### src/rtl/attack_pkg.sv
// Shared state type, direction codes and beam geometry for the attack controller.
package attack_pkg;

    typedef enum logic [1:0] {
        ST_IDLE     = 2'd0,
        ST_WINDUP   = 2'd1,
        ST_ACTIVE   = 2'd2,
        ST_COOLDOWN = 2'd3
    } attack_state_t;

    localparam logic [1:0] DIR_DOWN  = 2'd0;
    localparam logic [1:0] DIR_LEFT  = 2'd1;
    localparam logic [1:0] DIR_UP    = 2'd2;
    localparam logic [1:0] DIR_RIGHT = 2'd3;

    localparam int PLAYER_W     = 26;
    localparam int PLAYER_H     = 26;
    localparam int ATTACK_SHORT = 16;
    localparam int ATTACK_LONG  = 80;
    localparam int BEAM_OFFSET  = (PLAYER_W - ATTACK_SHORT) / 2;

    localparam int FRAME_CNT_W  = 8;

    // Screen coordinates are 9 bits; anything past the edge pins to 511.
    function automatic logic [8:0] sat_add9(input logic [8:0] a, input logic [8:0] b);
        logic [9:0] w_sum;
        w_sum = {1'b0, a} + {1'b0, b};
        return (w_sum >= 10'd511) ? 9'd511 : w_sum[8:0];
    endfunction

endpackage

### src/rtl/frame_edge_detect.sv
// Registered rising-edge detector for the vsync frame clock, one Clk of latency.
module frame_edge_detect (
    input  logic i_clk,
    input  logic i_reset,
    input  logic i_frame_clk,
    output logic o_fe
);

    logic r_prev;
    logic r_fe;

    always_ff @(posedge i_clk) begin
        if (i_reset) begin
            r_prev <= 1'b0;
            r_fe   <= 1'b0;
        end else begin
            r_prev <= i_frame_clk;
            r_fe   <= i_frame_clk & ~r_prev;
        end
    end

    assign o_fe = r_fe;

endmodule

### src/rtl/attack_controller.sv
// Frame-timed beam attack sequencer: windup, active beam, cooldown.
// Build option ATTACK_AUTOFIRE_EN: a held key re-fires as soon as cooldown ends.
//
// state       | meaning
// ST_IDLE     | ready, waiting for an armed key press
// ST_WINDUP   | counting frames before the beam turns on
// ST_ACTIVE   | beam live, Attack_On high
// ST_COOLDOWN | beam off, key ignored until the count expires
module attack_controller
    import attack_pkg::*;
#(
    parameter int WINDUP_FRAMES   = 2,
    parameter int ACTIVE_FRAMES   = 4,
    parameter int COOLDOWN_FRAMES = 10
) (
    input  logic       Clk,
    input  logic       Reset,
    input  logic       frame_clk,
    input  logic       Attack_Key,
    input  logic [8:0] Player_X,
    input  logic [8:0] Player_Y,
    input  logic [1:0] Player_Direction,
    output logic       Attack_On,
    output logic [8:0] Attack_X,
    output logic [8:0] Attack_Y,
    output logic [1:0] Attack_Dir,
    output logic       Attack_Ready
);

    attack_state_t          r_state;
    attack_state_t          w_next_state;
    logic [FRAME_CNT_W-1:0] r_frame_cnt;
    logic [FRAME_CNT_W-1:0] w_cnt_inc;
    logic [FRAME_CNT_W-1:0] w_limit;
    logic                   w_fe;
    logic                   w_trigger;
    logic                   w_exit;
    logic                   r_armed;
    logic [8:0]             w_anchor_x;
    logic [8:0]             w_anchor_y;
    logic                   w_on_nxt;
    logic                   w_ready_nxt;
    logic                   r_attack_on;
    logic                   r_attack_ready;
    logic [8:0]             r_attack_x;
    logic [8:0]             r_attack_y;
    logic [1:0]             r_attack_dir;

    frame_edge_detect u_frame_edge (
        .i_clk       (Clk),
        .i_reset     (Reset),
        .i_frame_clk (frame_clk),
        .o_fe        (w_fe)
    );

    assign w_trigger = (r_state == ST_IDLE) && Attack_Key && r_armed;
    assign w_cnt_inc = r_frame_cnt + 1'b1;

    always_comb begin
        w_limit = '0;
        case (r_state)
            ST_WINDUP:   w_limit = FRAME_CNT_W'(WINDUP_FRAMES);
            ST_ACTIVE:   w_limit = FRAME_CNT_W'(ACTIVE_FRAMES);
            ST_COOLDOWN: w_limit = FRAME_CNT_W'(COOLDOWN_FRAMES);
            default:     w_limit = '0;
        endcase
    end

    // A zero-length phase leaves on its entry Clk without waiting for a frame.
    assign w_exit = (w_limit == '0) || (w_fe && (w_cnt_inc == w_limit));

    always_ff @(posedge Clk) begin
        if (Reset) r_state <= ST_IDLE;
        else       r_state <= w_next_state;
    end

    always_comb begin
        w_next_state = r_state;
        case (r_state)
            ST_IDLE:     if (w_trigger) w_next_state = ST_WINDUP;
            ST_WINDUP:   if (w_exit)    w_next_state = ST_ACTIVE;
            ST_ACTIVE:   if (w_exit)    w_next_state = ST_COOLDOWN;
            ST_COOLDOWN: if (w_exit)    w_next_state = ST_IDLE;
            default:                    w_next_state = ST_IDLE;
        endcase
    end

    always_comb begin
        w_on_nxt    = (w_next_state == ST_ACTIVE);
        w_ready_nxt = (w_next_state == ST_IDLE);
    end

    always_ff @(posedge Clk) begin
        if (Reset || (w_next_state != r_state)) r_frame_cnt <= '0;
        else if (w_fe && (r_state != ST_IDLE))  r_frame_cnt <= w_cnt_inc;
    end

    always_ff @(posedge Clk) begin
        if (Reset)            r_armed <= 1'b0;
        else if (w_trigger)   r_armed <= 1'b0;
        else if (!Attack_Key) r_armed <= 1'b1;
`ifdef ATTACK_AUTOFIRE_EN
        else if ((r_state == ST_COOLDOWN) && (w_next_state == ST_IDLE)) r_armed <= 1'b1;
`endif
    end

    always_comb begin
        w_anchor_x = Player_X;
        w_anchor_y = Player_Y;
        case (Player_Direction)
            DIR_DOWN: begin
                w_anchor_x = sat_add9(Player_X, 9'(BEAM_OFFSET));
                w_anchor_y = sat_add9(Player_Y, 9'(PLAYER_H));
            end
            DIR_LEFT: w_anchor_y = sat_add9(Player_Y, 9'(BEAM_OFFSET));
            DIR_UP:   w_anchor_x = sat_add9(Player_X, 9'(BEAM_OFFSET));
            default: begin
                w_anchor_x = sat_add9(Player_X, 9'(PLAYER_W));
                w_anchor_y = sat_add9(Player_Y, 9'(BEAM_OFFSET));
            end
        endcase
    end

    always_ff @(posedge Clk) begin
        if (Reset) begin
            r_attack_on    <= 1'b0;
            r_attack_ready <= 1'b1;
            r_attack_x     <= '0;
            r_attack_y     <= '0;
            r_attack_dir   <= '0;
        end else begin
            r_attack_on    <= w_on_nxt;
            r_attack_ready <= w_ready_nxt;
            if (w_trigger) begin
                r_attack_x   <= w_anchor_x;
                r_attack_y   <= w_anchor_y;
                r_attack_dir <= Player_Direction;
            end
        end
    end

    assign Attack_On    = r_attack_on;
    assign Attack_Ready = r_attack_ready;
    assign Attack_X     = r_attack_x;
    assign Attack_Y     = r_attack_y;
    assign Attack_Dir   = r_attack_dir;

endmodule

### config.mk
export PLATFORM = sky130hd
export DESIGN_NAME = attack_controller
export DESIGN_NICKNAME = d
export VERILOG_FILES = /design/src/rtl/attack_pkg.sv /design/src/rtl/frame_edge_detect.sv /design/src/rtl/attack_controller.sv
export SDC_FILE = /design/constraint.sdc
export NUM_CORES = 1
export LEC_CHECK = 0
export ABC_AREA = 1
export CORE_MARGIN = 4
export CORE_UTILIZATION = 54
export CTS_CLUSTER_DIAMETER = 150
export DETAILED_ROUTE_END_ITERATION = 7
export GPL_TIMING_DRIVEN = 0
export PLACE_DENSITY = 0.78
export SETUP_SLACK_MARGIN = 0.05
export SYNTH_ARGS = -nofsm -noshare
export SYNTH_HDL_FRONTEND = slang
export SYNTH_SLANG_ARGS = --single-unit
export TNS_END_PERCENT = 100
### constraint.sdc
create_clock -name Clk -period 1.75 [get_ports Clk]
set_input_delay 0.35 -clock Clk [delete_from_list [all_inputs] [get_ports Clk]]
set_output_delay 0.35 -clock Clk [all_outputs]
set_load 0.005 [all_outputs]
Word-level counts from Yosys, hierarchy flattened
Index checks and enable logic that the tools add are counted.

word-level totals
  register bits after elaboration = 35
  output and inout bits = 22

operators by class
  order comparisons = 4
  equal/unequal tests = 8
  add/sub/neg operators = 5
  reductions and logical operators = 13
  mux-type cells = 12
  bitwise gates (word level) = 2

operator list
  kind                    number
  $ge A10 B9 Y1 const B   4
  $mux W9                 4
  $pmux W9 S2             2
  $add A9 B3 Y10 const B  2
  $add A9 B5 Y10 const B  2
  $pmux W4 S3             1
  $add A8 B1 Y8 const B   1
  $eq A2 B2 Y1 const B    4
  $eq A8 B8 Y1            1
  $logic_not A8 Y1        1
  $mux W2                 4
  $pmux W2 S4             1
  $logic_not A2 Y1        3
  $eq A2 B1 Y1 const B    2
  $logic_and A1 B1 Y1     4
  $reduce_or A2 Y1        2
  $logic_or A1 B1 Y1      2
  $ne A2 B2 Y1            1
  $reduce_bool A2 Y1      1
  $and A1 B1 Y1           1
  $not A1 Y1              1

Logic depth before layout (Yosys ltp)
  depth in word-level cells = 9
  gate-level depth with buffers = 15
  depth with buffers taken out = 15

By module
From an unflattened synthesis, not the netlist that was laid out.

second synthesis, totals
  cell total of the unflattened synthesis = 504
  area, all modules = 2902.8 sq um

by module, submodules not included
  module             cells each  sequential area each (sq um)  instances  area an instance (sq um)
  attack_controller  498         660.6                         1          2842.7
  frame_edge_detect  6           40.0                          1          60.1

Least setup slack after synthesis
OpenSTA, ideal clock, no wires.

  path type = reg-to-reg
  start point = register r_frame_cnt[0]
  end point = register r_frame_cnt[0]
  path slack = 0.194 ns
  buffers on the path = 0
  cell stages (with the launch flop) = 12
  required time = 1.626 ns
  period minus slack after synthesis = 1.556 ns
  arrival time = 1.432 ns
  path through = dfxtp_1 ha_1 nand2_1 inv_1 nor2_2 nor2_1 nor2_1 nand3_1 nor2_2 nand2_2 o21bai_4 a21oi_1

on the way
  cells in the longest elaborated chain, start to end = 8
  elaborated cells on any way between the ends = 10

RTL lines
  element                     line                                                                       RTL
  start: declaration          attack_controller.sv:32                                                    logic [FRAME_CNT_W-1:0] r_frame_cnt;
  start signal: assignment    attack_controller.sv:95                                                    else if (w_fe && (r_state != ST_IDLE)) r_frame_cnt <= w_cnt_inc;
  $add A8 B1 Y8 (*)           attack_controller.sv:57                                                    assign w_cnt_inc = r_frame_cnt + 1'b1;
  $eq A8 B8 Y1                attack_controller.sv:70                                                    assign w_exit = (w_limit == '0) || (w_fe && (w_cnt_inc == w_limit));
  $logic_and A1 B1 Y1         attack_controller.sv:70
  $logic_or A1 B1 Y1          attack_controller.sv:70
  $mux W2 (on tied branches)  attack_controller.sv:83, attack_controller.sv:81, attack_controller.sv:82
  $pmux W2 S4                 attack_controller.sv:79                                                    case (r_state)
  $ne A2 B2 Y1                attack_controller.sv:94                                                    if (Reset || (w_next_state != r_state)) r_frame_cnt <= '0;
  $logic_or A1 B1 Y1          attack_controller.sv:94

Every way passes the cells marked *; elsewhere a longest branch is shown, timed or not.
A chain may end at the register's enable or synchronous reset.

Worst setup path after layout
  start point = register r_frame_cnt[1]
  end point = register r_frame_cnt[3]

Same word-level chain as after synthesis.

==> metrics.txt <==
status finished, final reports clean; Max-Cap Viols 0; fin crit share 95.26%; worst path buffer plus inverter count 1; Post-Synth Simple-Gate Area 43.87%; Synth Instances 472; I/O Pins 46; XOR/XNOR Fraction of Synth Area 2.477%; RD Place Congestion 0.9101; number of flops mapped to enable cells by yosys 0; largest net degree at the start of global routing 11; dominant synthesized flop cell dfxtp_1; Fmax achieved 599.8 MHz; Crit Path Max Fanout 8; Pleak 1.846 nW; die area 6355 um2; Worst EP arrival 1.85 ns; share of the synthesized area in the top cell type 25.23%; Worst Setup End Kind flip-flop; hold violation count in the final report 0; Synth Area in Adders 4.955%; FP Rows 25; post-synthesis sequential element count 35; CTS Root Cell clkbuf_8; DR iter-0 viols 254; maximum vdd ir drop 366.5 uV; total power 2.017 mW; Max Root-Sink Buffers 2; Area after DPL 3302 um2; crit path cell chain ha_4 > nand2_4 > o21ai_1 > nand2_1 > nor2_1 > nand3_1 > nor2_4 > nand2_2 > o21bai_4 > buf_12 > nor2_1; Startpoint Class flip-flop; Setup TNS Final 0 ns; Via density 5.328; First-pass DRT Iterations 5; Switching Power 0.6322 mW; total track usage 23.74%; post-synthesis sequential area ratio 25.23%; Num CTS Buffers 5; Synth Area in Compound Gates 12.61%; mux contribution to synthesized area 0%; overall via count from detail_route 3181; Starting Density 57.29%; DRT Wirelength 7746 um; Slowest-stage cell, CP dfxtp_2; Critical Path RT 1.93 ns; clk_lat worst skew 0.28 ns; gr ovfl total 0; final net count 565; Mapped Nets 507; Net Sw Frac 31.34%; CTS tree done; hold crit path type reg2reg; Yosys cell types 32; post-synth top area cell dfxtp_1; Netlist Area Pre-Place 2778 um2; unrepaired setup endpoints after global routing true; Worst Tran Pin Value 0.4484 ns; global-route wire length before repair 12120 um; final instance area 3679 um2; Logic pwr share 28.0%; Final setup viols 0; Pins Over Slew Limit 0; most frequent cells in the layout nand2_1 (140), inv_1 (56), nor2_1 (49); final core occ 75.87%; CTS sink cnt 35; Core Region 4848 um2; clock power share 29.5%; wire per inst 12.97 um; fraction of layout cells with a size suffix above 1 19.43%; antenna cells 0; delay-heaviest family, CP simple AND/OR/NAND/NOR gates; Final Skew 0.005753 ns; min cycle time layout 1.667 ns; DRC Markers 0; fill count 403; share of power burned in registers 42.5%; final hold slack 0.3968 ns; ANT nets after route 0; Power Internal 1.385 mW; synthesized area per cell 5.885 um2; H-tree depth 2; DP HPWL 5605 um; largest family of logic cells by synthesized area simple AND/OR/NAND/NOR gates; port bufs 44; Area Overhead vs Synth 32.43%; vias in the first global route 2790; die span in y 79.72 um; initial antenna violation count 0; critical path type reg2reg; Chip Width 79.72 um; most common cell after layout, fill and taps aside nand2_1; Worst-path clk slew 0.07 ns; Synth area leaders dfxtp_1 (25%), nand2_1 (19%), nand3_1 (8.6%); Yosys warnings 0; Async SR Flop Fraction 0%; Top cell by count, worst path nor2_1; Rel. slew slack 70.11%; Pwr Density 548.3 nW/um2; slowest stage delay, CP 0.36 ns
==> per-layer routing <==
layer / wire (um) / track usage [%] / vias up
met5: 0 / 0 / -
met4: 118 / 6.014 / 0
met3: 420 / 4.176 / 13
met2: 3729 / 39.57 / 112
met1: 3477 / 31.54 / 1443
li1: - / - / 1613
==> cell type report <==
cell class | count | area, um2 | area share [%]
flip-flops and latches | 35 | 705.7 | 19.18
clock buffers | 6 | 82.58 | 2.245
repair buffers | 51 | 478.0 | 12.99
multi-input cells | 360 | 2017 | 54.83
plain buffers | 8 | 45.04 | 1.224
inverters | 69 | 261.5 | 7.109
clock inverters | 1 | 5.005 | 0.1361
well taps | 67 | 83.83 | 2.279
==> sequential cells by signal, summed over array words and instances, names as in the netlist <==
name / flops
Attack_X: 9
Attack_Dir: 2
u_frame_edge.r_prev: 1
Attack_Y: 9
Attack_Ready: 1
r_armed: 1
r_frame_cnt: 8
Attack_On: 1
r_state: 2
u_frame_edge.o_fe: 1
==> cells in the mapped netlist (2+ instances only) <==
cell type,count
a21oi_1,30
buf_4,3
clkbuf_1,4
dfxtp_1,35
ha_1,11
inv_1,63
inv_2,5
nand2_1,143
nand2_2,8
nand3_1,48
nand3_2,5
nand3b_1,3
nand4_1,2
nor2_1,57
nor2_2,6
nor2_4,3
nor3_1,3
o211ai_1,2
o21ai_0,18
o21ai_1,5
o22ai_1,3
xor2_1,5
==> metrics by stage <==
step,instances,setup slack [ns]
final,597,0.08287
after CTS,593,0.01827
after detailed placement,583,-0.6488
after global placement,583,-0.5968
after global routing,597,-0.03590
after floorplan,472,0.1941
==> worst paths after layout <==
path	start	endpoint	slack, ns	depth (start not counted)
worst min register to register	u_frame_edge.r_prev	u_frame_edge.o_fe	0.40	1
worst max-delay path	r_frame_cnt[1]	r_frame_cnt[3]	0.08	11
worst max register to register	r_frame_cnt[1]	r_frame_cnt[3]	0.08	11
worst min-delay path	u_frame_edge.r_prev	u_frame_edge.o_fe	0.40	1
==> worst reg2reg max path: stages, from the launching register on <==
cell and delay [ns]:
dfxtp_2 0.36, ha_4 0.15, nand2_4 0.05, o21ai_1 0.13, nand2_1 0.10, nor2_1 0.09, nand3_1 0.12, nor2_4 0.14
nand2_2 0.09, o21bai_4 0.13, buf_12 0.14, nor2_1 0.04
==> kinds of logic after synthesis <==
family                   Yosys count
AND/OR/NAND/NOR                  279
XOR/XNOR                           7
adder cells (fa/ha/maj)           11
AO/OA/AOI/OAI                     63
buffers and inverters             77
flip-flops                        35
==> power groups by stage <==
stage | combinational [mW] | clock, mW | sequential [mW]
after floorplan | 0.301 | 0 | 0.874
after global placement | 0.503 | 0 | 0.875
after detailed placement | 0.512 | 0 | 0.876
after CTS | 0.518 | 0.607 | 0.859
after global routing | 0.627 | 0.643 | 0.862
final | 0.564 | 0.595 | 0.858
==> timing repair <==
item / 4_1_cts / 5_1_grt
setup endpoints to repair: 30 / 30
hold buffers: 0 / 0
pin swaps: 10 / 17
endpoints found under the hold margin: 0 / 0
gates resized for setup: 45 / 62
cloned: 0 / 0
setup buffers: 3 / 4
No activity file was read; power rests on OpenSTA's default activity.
